### src/rtl/sat_bin_seq_if.sv
// sat_bin_seq_if: host, clause-memory and engine signals of the bin sequencer
// Modports: master = sequencer side, slave = host / clause memory / sat_engine side.
// Groups: host (start_bin, bin_id, done_bin, sat, unsat, bkt_lvl, timeout),
//         memory (mem_rd_req, mem_rd_valid, mem_wr, mem_addr, mem_bin),
//         engine (eng_wr_carray, eng_rd_carray, eng_wr_var_states, eng_wr_lvl_states,
//                 eng_start_core, eng_base_lvl_en, eng_done_core, eng_sat, eng_unsat, eng_bkt_lvl).
interface sat_bin_seq_if #(
    parameter int NUM_CLAUSES  = 8,
    parameter int NUM_VARS     = 8,
    parameter int NUM_LVLS     = 8,
    parameter int WIDTH_BIN_ID = 10,
    parameter int WIDTH_LVL    = 16
);
    localparam int CW = $clog2(NUM_CLAUSES);
    logic                    start_bin;
    logic [WIDTH_BIN_ID-1:0] bin_id;
    logic                    done_bin;
    logic                    sat;
    logic                    unsat;
    logic [WIDTH_LVL-1:0]    bkt_lvl;
    logic                    timeout;
    logic                    mem_rd_req;
    logic                    mem_rd_valid;
    logic                    mem_wr;
    logic [CW-1:0]           mem_addr;
    logic [WIDTH_BIN_ID-1:0] mem_bin;
    logic [NUM_CLAUSES-1:0]  eng_wr_carray;
    logic [NUM_CLAUSES-1:0]  eng_rd_carray;
    logic [NUM_VARS-1:0]     eng_wr_var_states;
    logic [NUM_LVLS-1:0]     eng_wr_lvl_states;
    logic                    eng_start_core;
    logic                    eng_base_lvl_en;
    logic                    eng_done_core;
    logic                    eng_sat;
    logic                    eng_unsat;
    logic [WIDTH_LVL-1:0]    eng_bkt_lvl;
    modport master (
        input  start_bin, bin_id, mem_rd_valid, eng_done_core, eng_sat, eng_unsat, eng_bkt_lvl,
        output done_bin, sat, unsat, bkt_lvl, timeout, mem_rd_req, mem_wr, mem_addr, mem_bin,
               eng_wr_carray, eng_rd_carray, eng_wr_var_states, eng_wr_lvl_states,
               eng_start_core, eng_base_lvl_en
    );
    modport slave (
        output start_bin, bin_id, mem_rd_valid, eng_done_core, eng_sat, eng_unsat, eng_bkt_lvl,
        input  done_bin, sat, unsat, bkt_lvl, timeout, mem_rd_req, mem_wr, mem_addr, mem_bin,
               eng_wr_carray, eng_rd_carray, eng_wr_var_states, eng_wr_lvl_states,
               eng_start_core, eng_base_lvl_en
    );
endinterface

### src/rtl/sat_bin_seq.sv
// sat_bin_seq: runs one bin through sat_engine (load clauses, start, wait, read back, report)
// Ports: clk (rising edge), rst (asynchronous, active-low),
//        bus (sat_bin_seq_if.master: host handshake, clause memory and engine strobes).
// Optional SEQ_TIMEOUT_EN: RUN watchdog of TIMEOUT_CYCLES (parameter exists only then);
// without it timeout is tied low and RUN waits indefinitely for the engine.
module sat_bin_seq #(
    parameter int NUM_CLAUSES  = 8,
    parameter int NUM_VARS     = 8,
    parameter int NUM_LVLS     = 8,
    parameter int WIDTH_BIN_ID = 10,
    parameter int WIDTH_LVL    = 16
`ifdef SEQ_TIMEOUT_EN
    , parameter int TIMEOUT_CYCLES = 4096
`endif
) (
    input logic           clk,
    input logic           rst,
    sat_bin_seq_if.master bus
);
    localparam int CW = $clog2(NUM_CLAUSES);
    typedef enum logic [2:0] {IDLE, LDC, LDV, LDL, STRT, RUN, RDC, FIN} state_t;
    state_t                  state;
    logic [CW-1:0]           idx;
    logic [CW-1:0]           addr;
    logic                    rd_req;
    logic                    mem_wr;
    logic [WIDTH_BIN_ID-1:0] bin;
    logic                    done_bin;
    logic                    sat;
    logic                    unsat;
    logic [WIDTH_LVL-1:0]    bkt;
    logic [NUM_CLAUSES-1:0]  rd_carray;
    logic [NUM_VARS-1:0]     wr_var;
    logic [NUM_LVLS-1:0]     wr_lvl;
    logic                    start_core;
    logic                    base_en;
    logic                    last;
`ifdef SEQ_TIMEOUT_EN
    localparam int TW = $clog2(TIMEOUT_CYCLES + 1);
    logic [TW-1:0]           cnt;
    logic                    timeout;
    assign bus.timeout = timeout;
`else
    assign bus.timeout = 1'b0;
`endif
    assign last = idx == CW'(NUM_CLAUSES - 1);
    // clause write must coincide with the memory data, so it follows valid combinationally
    assign bus.eng_wr_carray     = (state == LDC && bus.mem_rd_valid) ? NUM_CLAUSES'(1) << idx : '0;
    assign bus.eng_rd_carray     = rd_carray;
    assign bus.eng_wr_var_states = wr_var;
    assign bus.eng_wr_lvl_states = wr_lvl;
    assign bus.eng_start_core    = start_core;
    assign bus.eng_base_lvl_en   = base_en;
    assign bus.mem_rd_req        = rd_req;
    assign bus.mem_wr            = mem_wr;
    assign bus.mem_addr          = addr;
    assign bus.mem_bin           = bin;
    assign bus.done_bin          = done_bin;
    assign bus.sat               = sat;
    assign bus.unsat             = unsat;
    assign bus.bkt_lvl           = bkt;
    always_ff @(posedge clk or negedge rst) begin
        if (!rst) begin
            state      <= IDLE;
            idx        <= '0;
            addr       <= '0;
            rd_req     <= 1'b0;
            mem_wr     <= 1'b0;
            bin        <= '0;
            done_bin   <= 1'b0;
            sat        <= 1'b0;
            unsat      <= 1'b0;
            bkt        <= '0;
            rd_carray  <= '0;
            wr_var     <= '0;
            wr_lvl     <= '0;
            start_core <= 1'b0;
            base_en    <= 1'b0;
`ifdef SEQ_TIMEOUT_EN
            cnt        <= '0;
            timeout    <= 1'b0;
`endif
        end else begin
            case (state)
                IDLE: if (bus.start_bin) begin
                    state  <= LDC;
                    idx    <= '0;
                    addr   <= '0;
                    rd_req <= 1'b1;
                    bin    <= bus.bin_id;
                    sat    <= 1'b0;
                    unsat  <= 1'b0;
                    bkt    <= '0;
`ifdef SEQ_TIMEOUT_EN
                    timeout <= 1'b0;
`endif
                end
                LDC: if (bus.mem_rd_valid) begin
                    if (last) begin
                        state  <= LDV;
                        rd_req <= 1'b0;
                        wr_var <= '1;
                    end else begin
                        idx  <= idx + 1'b1;
                        addr <= idx + 1'b1;
                    end
                end
                LDV: begin
                    state  <= LDL;
                    wr_var <= '0;
                    wr_lvl <= '1;
                end
                LDL: begin
                    state      <= STRT;
                    wr_lvl     <= '0;
                    start_core <= 1'b1;
                    base_en    <= 1'b1;
                end
                STRT: begin
                    state      <= RUN;
                    start_core <= 1'b0;
                    base_en    <= 1'b0;
`ifdef SEQ_TIMEOUT_EN
                    cnt        <= '0;
`endif
                end
                RUN: if (bus.eng_done_core) begin
                    state     <= RDC;
                    sat       <= bus.eng_sat;
                    unsat     <= bus.eng_unsat;
                    bkt       <= bus.eng_bkt_lvl;
                    idx       <= '0;
                    rd_carray <= NUM_CLAUSES'(1);
                end
`ifdef SEQ_TIMEOUT_EN
                // done wins over the watchdog when both land in the same cycle
                else if (cnt == TW'(TIMEOUT_CYCLES - 1)) begin
                    state    <= FIN;
                    timeout  <= 1'b1;
                    done_bin <= 1'b1;
                end else begin
                    cnt <= cnt + 1'b1;
                end
`endif
                // clause_o is registered in the engine, so each write trails its read by one cycle
                RDC: begin
                    mem_wr <= 1'b1;
                    addr   <= idx;
                    if (last) begin
                        state     <= FIN;
                        rd_carray <= '0;
                        done_bin  <= 1'b1;
                    end else begin
                        idx       <= idx + 1'b1;
                        rd_carray <= rd_carray << 1;
                    end
                end
                FIN: begin
                    state    <= IDLE;
                    mem_wr   <= 1'b0;
                    done_bin <= 1'b0;
                    addr     <= '0;
                    idx      <= '0;
                end
                default: state <= IDLE;
            endcase
        end
    end
endmodule

### src/flat_wrapper.sv
// flat-port wrapper written by rule: the top's interface ports become plain ports
module sat_bin_seq_flat 
#(
    parameter int NUM_CLAUSES  = 8,
    parameter int NUM_VARS     = 8,
    parameter int NUM_LVLS     = 8,
    parameter int WIDTH_BIN_ID = 10,
    parameter int WIDTH_LVL    = 16

)
  (clk, rst, bus_start_bin, bus_bin_id, bus_mem_rd_valid, bus_eng_done_core, bus_eng_sat, bus_eng_unsat, bus_eng_bkt_lvl, bus_done_bin, bus_sat, bus_unsat, bus_bkt_lvl, bus_timeout, bus_mem_rd_req, bus_mem_wr, bus_mem_addr, bus_mem_bin, bus_eng_wr_carray, bus_eng_rd_carray, bus_eng_wr_var_states, bus_eng_wr_lvl_states, bus_eng_start_core, bus_eng_base_lvl_en);
  sat_bin_seq_if #(.NUM_CLAUSES(NUM_CLAUSES), .NUM_VARS(NUM_VARS), .NUM_LVLS(NUM_LVLS), .WIDTH_BIN_ID(WIDTH_BIN_ID), .WIDTH_LVL(WIDTH_LVL)) bus_i ();
  input logic clk;
  input logic rst;
  input wire logic [$bits(bus_i.start_bin)-1:0] bus_start_bin;
  input wire logic [$bits(bus_i.bin_id)-1:0] bus_bin_id;
  input wire logic [$bits(bus_i.mem_rd_valid)-1:0] bus_mem_rd_valid;
  input wire logic [$bits(bus_i.eng_done_core)-1:0] bus_eng_done_core;
  input wire logic [$bits(bus_i.eng_sat)-1:0] bus_eng_sat;
  input wire logic [$bits(bus_i.eng_unsat)-1:0] bus_eng_unsat;
  input wire logic [$bits(bus_i.eng_bkt_lvl)-1:0] bus_eng_bkt_lvl;
  output wire logic [$bits(bus_i.done_bin)-1:0] bus_done_bin;
  output wire logic [$bits(bus_i.sat)-1:0] bus_sat;
  output wire logic [$bits(bus_i.unsat)-1:0] bus_unsat;
  output wire logic [$bits(bus_i.bkt_lvl)-1:0] bus_bkt_lvl;
  output wire logic [$bits(bus_i.timeout)-1:0] bus_timeout;
  output wire logic [$bits(bus_i.mem_rd_req)-1:0] bus_mem_rd_req;
  output wire logic [$bits(bus_i.mem_wr)-1:0] bus_mem_wr;
  output wire logic [$bits(bus_i.mem_addr)-1:0] bus_mem_addr;
  output wire logic [$bits(bus_i.mem_bin)-1:0] bus_mem_bin;
  output wire logic [$bits(bus_i.eng_wr_carray)-1:0] bus_eng_wr_carray;
  output wire logic [$bits(bus_i.eng_rd_carray)-1:0] bus_eng_rd_carray;
  output wire logic [$bits(bus_i.eng_wr_var_states)-1:0] bus_eng_wr_var_states;
  output wire logic [$bits(bus_i.eng_wr_lvl_states)-1:0] bus_eng_wr_lvl_states;
  output wire logic [$bits(bus_i.eng_start_core)-1:0] bus_eng_start_core;
  output wire logic [$bits(bus_i.eng_base_lvl_en)-1:0] bus_eng_base_lvl_en;
  assign bus_i.start_bin = bus_start_bin;
  assign bus_i.bin_id = bus_bin_id;
  assign bus_i.mem_rd_valid = bus_mem_rd_valid;
  assign bus_i.eng_done_core = bus_eng_done_core;
  assign bus_i.eng_sat = bus_eng_sat;
  assign bus_i.eng_unsat = bus_eng_unsat;
  assign bus_i.eng_bkt_lvl = bus_eng_bkt_lvl;
  assign bus_done_bin = bus_i.done_bin;
  assign bus_sat = bus_i.sat;
  assign bus_unsat = bus_i.unsat;
  assign bus_bkt_lvl = bus_i.bkt_lvl;
  assign bus_timeout = bus_i.timeout;
  assign bus_mem_rd_req = bus_i.mem_rd_req;
  assign bus_mem_wr = bus_i.mem_wr;
  assign bus_mem_addr = bus_i.mem_addr;
  assign bus_mem_bin = bus_i.mem_bin;
  assign bus_eng_wr_carray = bus_i.eng_wr_carray;
  assign bus_eng_rd_carray = bus_i.eng_rd_carray;
  assign bus_eng_wr_var_states = bus_i.eng_wr_var_states;
  assign bus_eng_wr_lvl_states = bus_i.eng_wr_lvl_states;
  assign bus_eng_start_core = bus_i.eng_start_core;
  assign bus_eng_base_lvl_en = bus_i.eng_base_lvl_en;
  sat_bin_seq #(.NUM_CLAUSES(NUM_CLAUSES), .NUM_VARS(NUM_VARS), .NUM_LVLS(NUM_LVLS), .WIDTH_BIN_ID(WIDTH_BIN_ID), .WIDTH_LVL(WIDTH_LVL)) u_core (.clk(clk), .rst(rst), .bus(bus_i));
endmodule
### config.mk
export PLATFORM = sky130hd
export DESIGN_NAME = sat_bin_seq_flat
export DESIGN_NICKNAME = d
export VERILOG_FILES = /design/src/rtl/sat_bin_seq_if.sv /design/src/rtl/sat_bin_seq.sv /design/src/flat_wrapper.sv
export SDC_FILE = /design/constraint.sdc
export NUM_CORES = 1
export LEC_CHECK = 0
export CORE_MARGIN = 2
export CORE_UTILIZATION = 30
export DETAILED_ROUTE_END_ITERATION = 10
export MAX_ROUTING_LAYER = met4
export PLACE_DENSITY = 0.67
export SLEW_MARGIN = 20
export SYNTH_ARGS = -nofsm -noshare
export SYNTH_HDL_FRONTEND = slang
export SYNTH_SLANG_ARGS = --single-unit
### constraint.sdc
create_clock -name clk -period 2.14 [get_ports clk]
set_input_delay 0.428 -clock clk [delete_from_list [all_inputs] [get_ports clk]]
set_output_delay 0.428 -clock clk [all_outputs]
set_load 0.05 [all_outputs]
# After elaboration in Yosys (flattened, before gate mapping)

Cells that the tools add are included.

Register bits after elaboration: 65
Input port bits: 33
Word-level logic and storage cells: 88
Output and inout bits: 69

$add $sub $neg: 1
Reduce and logical (&&, ||, !) cells: 20
Shift-type cells: 1
Eq/ne operators: 14
Muxes and demuxes: 38

Operators by type and width:

| operator              | count |
|---|---|
| $pmux W8 S2           | 3 |
| $mux W8               | 5 |
| $mux W3               | 11 |
| $mux W16              | 2 |
| $pmux W16 S2          | 1 |
| $pmux W3 S8           | 1 |
| $eq A3 B3 Y1 const B  | 5 |
| $pmux W3 S5           | 1 |
| $reduce_bool A2 Y1    | 7 |
| $pmux W1 S2           | 6 |
| $pmux W3 S4           | 1 |
| $reduce_and A4 Y1     | 3 |
| $ne A2 B2 Y1 const B  | 4 |
| $shl A1 B3 Y8 const A | 1 |
| $mux W1               | 7 |
| $eq A3 B2 Y1 const B  | 2 |
| $reduce_and A2 Y1     | 3 |
| $reduce_and A3 Y1     | 2 |
| $reduce_and A5 Y1     | 1 |
| $reduce_bool A5 Y1    | 1 |
| $ne A2 B1 Y1 const B  | 2 |
| $reduce_bool A4 Y1    | 1 |
| $add A3 B1 Y3 const B | 1 |
| $eq A3 B1 Y1 const B  | 1 |
| 2 further kinds       | 2 |

# Longest topological paths before layout

Gate-level depths: netlist of the first run.

Depth in word-level cells: 4
Gate-level depth with buffers: 7
Depth with buffers taken out: 6

# Worst setup path before layout of the first run

Ideal clock, no wire load.

Path type: register -> output
From: reg u_core.state[1]
To: out bus_eng_wr_carray[0]
Buffers on the path: 1
Arrival time: 1.656 ns
Setup slack: 0.056 ns
Required time: 1.712 ns
Cell stages (with the launch flop): 5
Path through: dfrtp_1 > buf_2 > nand2b_1 > nor3b_1 > and3_1

Longest elaborated chain between the ends: 3

RTL lines:

| element                | RTL line           | source |
|---|---|---|
| start, declared        | sat_bin_seq.sv:22  | `state_t state;` |
| start signal, assigned | sat_bin_seq.sv:64  | `state <= IDLE;` |
| start signal, assigned | sat_bin_seq.sv:86  | `state <= LDC;` |
| start signal, assigned | sat_bin_seq.sv:100 | `state <= LDV;` |
| $eq A3 B1 Y1           | sat_bin_seq.sv:48  | `assign bus.eng_wr_carray = (state == LDC && bus.mem_rd_valid) ? NUM_CLAUSES'(1) << idx : '0;` |
| $logic_and A1 B1 Y1    | sat_bin_seq.sv:48  |  |
| $mux W8                | sat_bin_seq.sv:48  |  |
| end, declared          | flat_wrapper.sv:31 | `output wire logic [$bits(bus_i.eng_wr_carray)-1:0] bus_eng_wr_carray;` |

No other way between the ends.

==> results of run 1 <==
==> where the power goes <==
| group | switching, W | internal (W) |
|---|---|---|
| clock | 0.000283 | 0.000219 |
| sequential | 0.000211 | 0.00124 |
| combinational | 0.00209 | 0.00119 |
==> through the flow <==
step	setup TNS [ns]	cell area, um^2	util	total power [W]
2_1_floorplan	0	2530	-	0.00390
4_1_cts	0	3700	0.453	0.00529
6_report	0	3740	0.457	0.00523
3_3_place_gp	0	3630	0.444	0.00472
5_1_grt	-0.00170	3740	0.457	0.00558
3_5_place_dp	0	3630	0.444	0.00476
==> state kept, by name (all words and copies together), names as in the netlist <==
register / count
u_core.bus.bkt_lvl: 16
u_core.bus.mem_bin: 10
u_core.bus.eng_rd_carray: 8
u_core.bus.mem_addr: 3
u_core.idx: 3
u_core.state: 3
u_core.bus.done_bin: 1
u_core.bus.eng_start_core: 1
u_core.bus.eng_wr_lvl_states: 1
u_core.bus.eng_wr_var_states: 1
u_core.bus.mem_rd_req: 1
u_core.bus.mem_wr: 1
u_core.bus.sat: 1
u_core.bus.unsat: 1
==> metal layers <==
metal  global-route usage  up-vias  routed length (um)
met3               0.0313        0                 378
li1                     -      974                   -
met1                0.168      919                2510
met4               0.0214        0                   0
met2                0.202       61                2670
met5                    -        -                   0
==> layout by cell type (no fill, tap or decap), drive strengths merged, types with 3 or more instances in the layout <==
cell type,netlist,final
nor2,11,11
and3,6,6
nand2b,5,5
inv,8,8
nand3b,3,3
dfrtp,51,51
dlymetal6s2s,0,4
ha,6,6
mux2,15,15
a22o,9,9
nand2,47,47
clkdlybuf4s50,0,87
o21ai,26,26
clkbuf,1,6
buf,27,20
a21oi,4,4
==> logic make-up after synthesis <==
logic type	count (synthesis)	share of synthesized area
mux	17	0.0747
xor+xnor	1	0.00346
fa+ha+maj	6	0.0297
compound gates	47	0.132
other cells	1	0.00148
buf+inv	36	0.0975
simple gates	83	0.156
flops	51	0.505
==> timing repair <==
| item | CTS | global route |
|---|---|---|
| gates resized for setup | 0 | 10 |
| hold buffers | 0 | 0 |
| endpoints found under the setup margin | 0 | 16 |
==> how the worst max path moves through the flow <==
stage,start,end,slack [ns],cells past startpoint
3_3_place_gp,bus_mem_rd_valid,bus_eng_wr_carray[4],0.1,5
2_1_floorplan,u_core.state[1],bus_eng_wr_carray[0],0.06,4
5_1_grt,u_core.bus.eng_wr_var_states[6],bus_eng_wr_var_states[2],-0.002,1
3_5_place_dp,bus_mem_rd_valid,bus_eng_wr_carray[4],0.1,5
4_1_cts,u_core.state[1],bus_eng_wr_carray[4],0.01,5
6_report,u_core.bus.eng_wr_var_states[6],bus_eng_wr_var_states[2],0.09,1
==> area by class of cell <==
cell class / instances / share of cell area
multi-input cells: 155 / 0.277
flip-flops and latches: 51 / 0.341
inverters: 8 / 0.00803
clock buffers: 6 / 0.0194
well taps: 105 / 0.0352
repair buffers: 111 / 0.319
==> key figures, run 1 <==
Placed design
  – Final Wtd Congestion: 0.770
  – Worst slack, placed: 0.0966 ns
  – Placed wire-length estimate: 4070 um
  – Port bufs: 100
  – DP Cell Count: 430

Critical path
  – Worst Path Class, Setup: reg -> out
  – CP max stage delay: 0.86 ns
  – Buf/Inv on CP: 1
  – Arr. time, crit path: 1.62 ns
  – Crit Path Max Fanout: 10
  – CP Launch Type: register
  – Worst reg2reg path depth: 6
  – RR Endpoint: u_core.bus.mem_addr[2]
  – CP Data Required Time: 1.71 ns
  – CP Capture Type: primary output
  – R2R Path Start: u_core.idx[0]
  – CP max-delay cell: clkdlybuf4s50_1
  – Cell Chain, Critical Path: clkdlybuf4s50_1
  – Crit-path leading delay family: buffers and inverters
  – Worst reg2reg setup slack: 0.15 ns

Synthesis
  – Register area share after synthesis: 0.505
  – Mean area per synthesized cell: 10.4 um^2
  – Post-synth EDFFs: 0
  – Most common cell in the netlist: dfrtp_1
  – Top cells by count, synth: dfrtp_1, nand2_1, buf_4
  – Post-synth ARST share: 1.00
  – Synth top area share: 0.505
  – Largest cells by area after synthesis: dfrtp_1, nand2_1, mux2_2, buf_4, o21ai_2
  – Post-synth net total: 281
  – #FFs+latches synth: 51
  – Netlist cell types: 37
  – Mapped Area: 0.00253 mm^2
  – Gate Count Post-Synth: 242
  – Area leader, netlist: dfrtp_1
  – Primary FF master, synth: dfrtp_1
  – Yosys warns: 0

Routing
  – Via density: 4.48
  – DRC: 0
  – Routed Antenna Nets: 0
  – Vias: 1954
  – First drt pass iteration count: 4
  – Per-cell routed wire length: 12.7 um
  – Initial DRC count: 96
  – Routed WL: 5560 um

CTS
  – Root buf cell: clkbuf_8
  – Clock Tree Buf Depth: 2
  – CTS Buf Count: 5
  – Clock Sinks: 51
  – CTS tree: done
  – Clock latency on the worst-skew pair: 0.29 ns
  – Post-CTS setup buffers: 0
  – H-Tree Level Count: 2
  – Clk slew on worst S/H paths: 0.08 ns

Die
  – Die W: 95.8 um
  – I/O pins: 102
  – CORE AREA: 0.00818 mm^2
  – Die area: 0.00918 mm^2
  – Initial Util: 0.309
  – # rows: 33
  – Die height: 95.8 um

Timing
  – Slew @ Worst Pin: 0.597 ns
  – Slew margin rel.: 0.601
  – Final setup fails: 0
  – Slew Viols, Final: 0
  – Final hold slack: 0.119 ns
  – Hold Vio Cnt, Final: 0
  – FMAX: 488 MHz
  – Tmin final: 2.05 ns
  – Clock skew: 0.00773 ns
  – Fin crit share: 0.957
  – Setup ws final: 0.0916 ns

Layout
  – Diodes inserted: 0
  – Final non-filler cell total: 436
  – Area added between synthesis and finish: 47.8%
  – Fillcell total: 793
  – Register area: 0.00128 mm^2
  – Layout cells sized above 1: 0.181
  – Nets: 371
  – Multi-input gate area: 0.00103 mm^2

Run status
  – Status: complete, no violations

Global route
  – Initial antenna violation count: 0
  – Vias in the first global route: 1887
  – Gr usage total: 0.127
  – First-pass GRT wire length: 9120 um
  – Largest net degree at the start of global routing: 37
  – Total grt overflow: 0

Job
  – Number of max-cap violations: 0

Pwr
  – Pwr dens: 1400 mW/mm^2
  – Max IR drop VDD: 0.000907 V
  – Leakage: 1.64 nW

Worst hold path
  – Worst hold path class: in -> async
Power figures use the tool's default switching activity.
==> run 2: changes to the inputs <==
- clock period: 2.14 -> 1.9 ns (I/O delays scaled with it)
==> key figures, run 2 (same netlist as run 1, synthesis figures left out) <==
Placed design
  – Final Wtd Congestion: 0.781 (was 0.770)
  – Dpl cell area: 0.00364 mm^2 (was 0.00363 mm^2)
  – Placed wire-length estimate: 4190 um (was 4070 um)
  – Port bufs: 100 (unchanged)
  – Worst slack, placed: -0.0453 ns (was 0.0966 ns)

CTS
  – Clock latency on the worst-skew pair: 0.30 ns (was 0.29 ns)
  – Clock Tree Buf Depth: 2 (unchanged)
  – Clock Sinks: 51 (unchanged)
  – CTS tree: done (unchanged)
  – Root buf cell: clkbuf_8 (unchanged)
  – Clk slew on worst S/H paths: 0.09 ns (was 0.08 ns)
  – CTS Hold Bufs: 0 (unchanged)
  – H-Tree Level Count: 2 (unchanged)
  – CTS Buf Count: 5 (unchanged)

Critical path
  – CP Capture Type: primary output (unchanged)
  – CP max stage delay: 0.39 ns (was 0.86 ns)
  – Arr. time, crit path: 1.50 ns (was 1.62 ns)
  – Worst reg2reg setup slack: 0.13 ns (was 0.15 ns)
  – CP Launch Type: register (unchanged)
  – Crit Path Max Fanout: 8 (was 10)
  – CP max-delay cell: dfrtp_1 (was clkdlybuf4s50_1)
  – Buf/Inv on CP: 2 (was 1)
  – CP Data Required Time: 1.52 ns (was 1.71 ns)
  – Crit-path leading delay family: simple AND/OR/NAND/NOR gates (was buffers and inverters)
  – Worst Path Class, Setup: reg -> out (unchanged)
  – Cell Chain, Critical Path: nand2b_4 > nor3b_2 > buf_4 > and3_4 > buf_12 (was clkdlybuf4s50_1)

Pwr
  – Internal: 0.00307 W (was 0.00265 W)
  – Comb power frac: 0.632 (was 0.627)
  – Clock power frac: 0.101 (was 0.096)
  – Total power: 0.00607 W (was 0.00523 W)
  – Switching Share: 0.494 (about the same)
  – Leakage: 1.79 nW (was 1.64 nW)
  – Flop pwr share: 0.267 (was 0.277)
  – Sw Pwr: 0.00300 W (was 0.00258 W)
  – Max IR drop VDD: 0.000694 V (was 0.000907 V)
  – Pwr dens: 1590 mW/mm^2 (was 1400 mW/mm^2)

Timing
  – Slew Viols, Final: 0 (unchanged)
  – Slew margin rel.: 0.626 (was 0.601)
  – Clock skew: 0.00668 ns (was 0.00773 ns)
  – Setup ws final: 0.0176 ns (was 0.0916 ns)
  – RSZ-0062 raised after global routing: true
  – Fin crit share: 0.991
  – Hold Vio Cnt, Final: 0 (unchanged)
  – FMAX: 531 MHz
  – Final setup fails: 0 (unchanged)
  – Slew @ Worst Pin: 0.557 ns (was 0.597 ns)
  – Final hold slack: 0.0717 ns (was 0.119 ns)
  – Tmin final: 1.88 ns

Global route
  – Total grt overflow: 0 (unchanged)
  – Largest net degree at the start of global routing: 37 (unchanged)
  – First-pass GRT wire length: 9260 um (was 9120 um)
  – Vias in the first global route: 1988 (was 1887)
  – Gr usage total: 0.129 (was 0.127)
  – Initial antenna violation count: 0 (unchanged)

Die
  – I/O pins: 102 (unchanged)
  – Die area: 0.00918 mm^2 (unchanged)
  – CORE AREA: 0.00818 mm^2 (unchanged)
  – Die W: 95.8 um (unchanged)
  – # rows: 33 (unchanged)
  – Initial Util: 0.309 (unchanged)
  – Die height: 95.8 um (unchanged)

Routing
  – Vias: 2033 (was 1954)
  – Routed WL: 5670 um (was 5560 um)
  – Per-cell routed wire length: 12.5 um (was 12.7 um)
  – Via density: 4.50 (was 4.48)
  – Routed Antenna Nets: 0 (unchanged)
  – Initial DRC count: 53 (was 96)
  – First drt pass iteration count: 4 (unchanged)
  – DRC: 0 (unchanged)

Layout
  – Layout cells sized above 1: 0.331 (was 0.181)
  – Area added between synthesis and finish: 50.8% (was 47.8%)
  – Most frequent cells in the layout: clkdlybuf4s50_1, buf_4, dfrtp_1, nand2_1, mux2_2 (was clkdlybuf4s50_1, dfrtp_1, nand2_1, mux2_2)
  – Fin util: 0.466 (was 0.457)
  – Max reg flops: 16 (unchanged)
  – Nets: 385 (was 371)
  – Cell area after layout: 0.00381 mm^2 (was 0.00374 mm^2)
  – Diodes inserted: 0 (unchanged)

Run status
  – Status: complete, no violations (unchanged)

Worst hold path
  – Worst hold path class: in -> async (unchanged)

Job
  – Number of max-cap violations: 0 (unchanged)
## run 2: cell types whose count changed in the layout (fill, tap and decap cells not counted), sizes merged
cell	previous run	this run
buf	20	66
clkdlybuf4s50	87	54
clkinv	0	1
clkinvlp	0	1
dlygate4sd2	0	1
## run 2: worst paths after layout
check                                  startpoint                     endpoint  cells past startpoint
max                               u_core.state[1]         bus_eng_wr_carray[0]                      5
min                                           rst        u_core.bus.mem_rd_req                      2
max reg2reg                         u_core.idx[0]       u_core.bus.mem_addr[2]                      6
min reg2reg                u_core.bus.bkt_lvl[14]       u_core.bus.bkt_lvl[14]                      2
max in group asynchronous                     rst  u_core.bus.eng_rd_carray[6]                      2
min in group clk           u_core.bus.bkt_lvl[14]       u_core.bus.bkt_lvl[14]                      2
## run 2: area by class of cell
type / instances / area [um^2]
flip-flops and latches: 51 / 1280
repair buffers: 125 / 1220
well taps: 105 / 131
inverters: 8 / 30.0
clock inverters: 2 / 12.5
multi-input cells: 155 / 1070
clock buffers: 6 / 72.6
fillers: 793 / 4360
## run 2: what timing repair did
action | 4_1_cts | 5_1_grt
gates resized for setup | 13 | 5
pin swaps | 4 | 4
setup endpoints to repair | 8 | 12
buffers inserted | 0 | 3
## run 2: worst register-to-register path, cell delays in order (launching register included)
cell and delay (ns):
dfrtp_1 0.40, ha_2 0.22, ha_4 0.17, nand3b_1 0.16
a211o_1 0.26, nand2_1 0.13, mux2_2 0.34
## run 2: stage by stage
step / TNS (ns) / std cells
6_report: 0 / 452
5_1_grt: -0.370 / 452
4_1_cts: 0 / 449
3_5_place_dp: -0.259 / 441
3_3_place_gp: -0.220 / 441
2_1_floorplan: 0 / 242
## run 2: power groups by stage
stage          Clock (W)  Sequential, W  Combinational, W
4_1_cts         0.000651        0.00163           0.00383
3_5_place_dp           0        0.00164           0.00379
5_1_grt         0.000693        0.00167           0.00409
3_3_place_gp           0        0.00162           0.00375
2_1_floorplan          0        0.00250           0.00191
6_report        0.000614        0.00162           0.00383
## run 2: layer usage
metal | part of all wire | wire length, um | global-route usage | up-vias
li1 | - | - | - | 1012
met1 | 0.44 | 2490 | 0.165 | 957
met2 | 0.49 | 2770 | 0.214 | 64
met3 | 0.073 | 413 | 0.0274 | 0
met4 | 0 | 0 | 0.0214 | 0
met5 | 0 | 0 | - | -
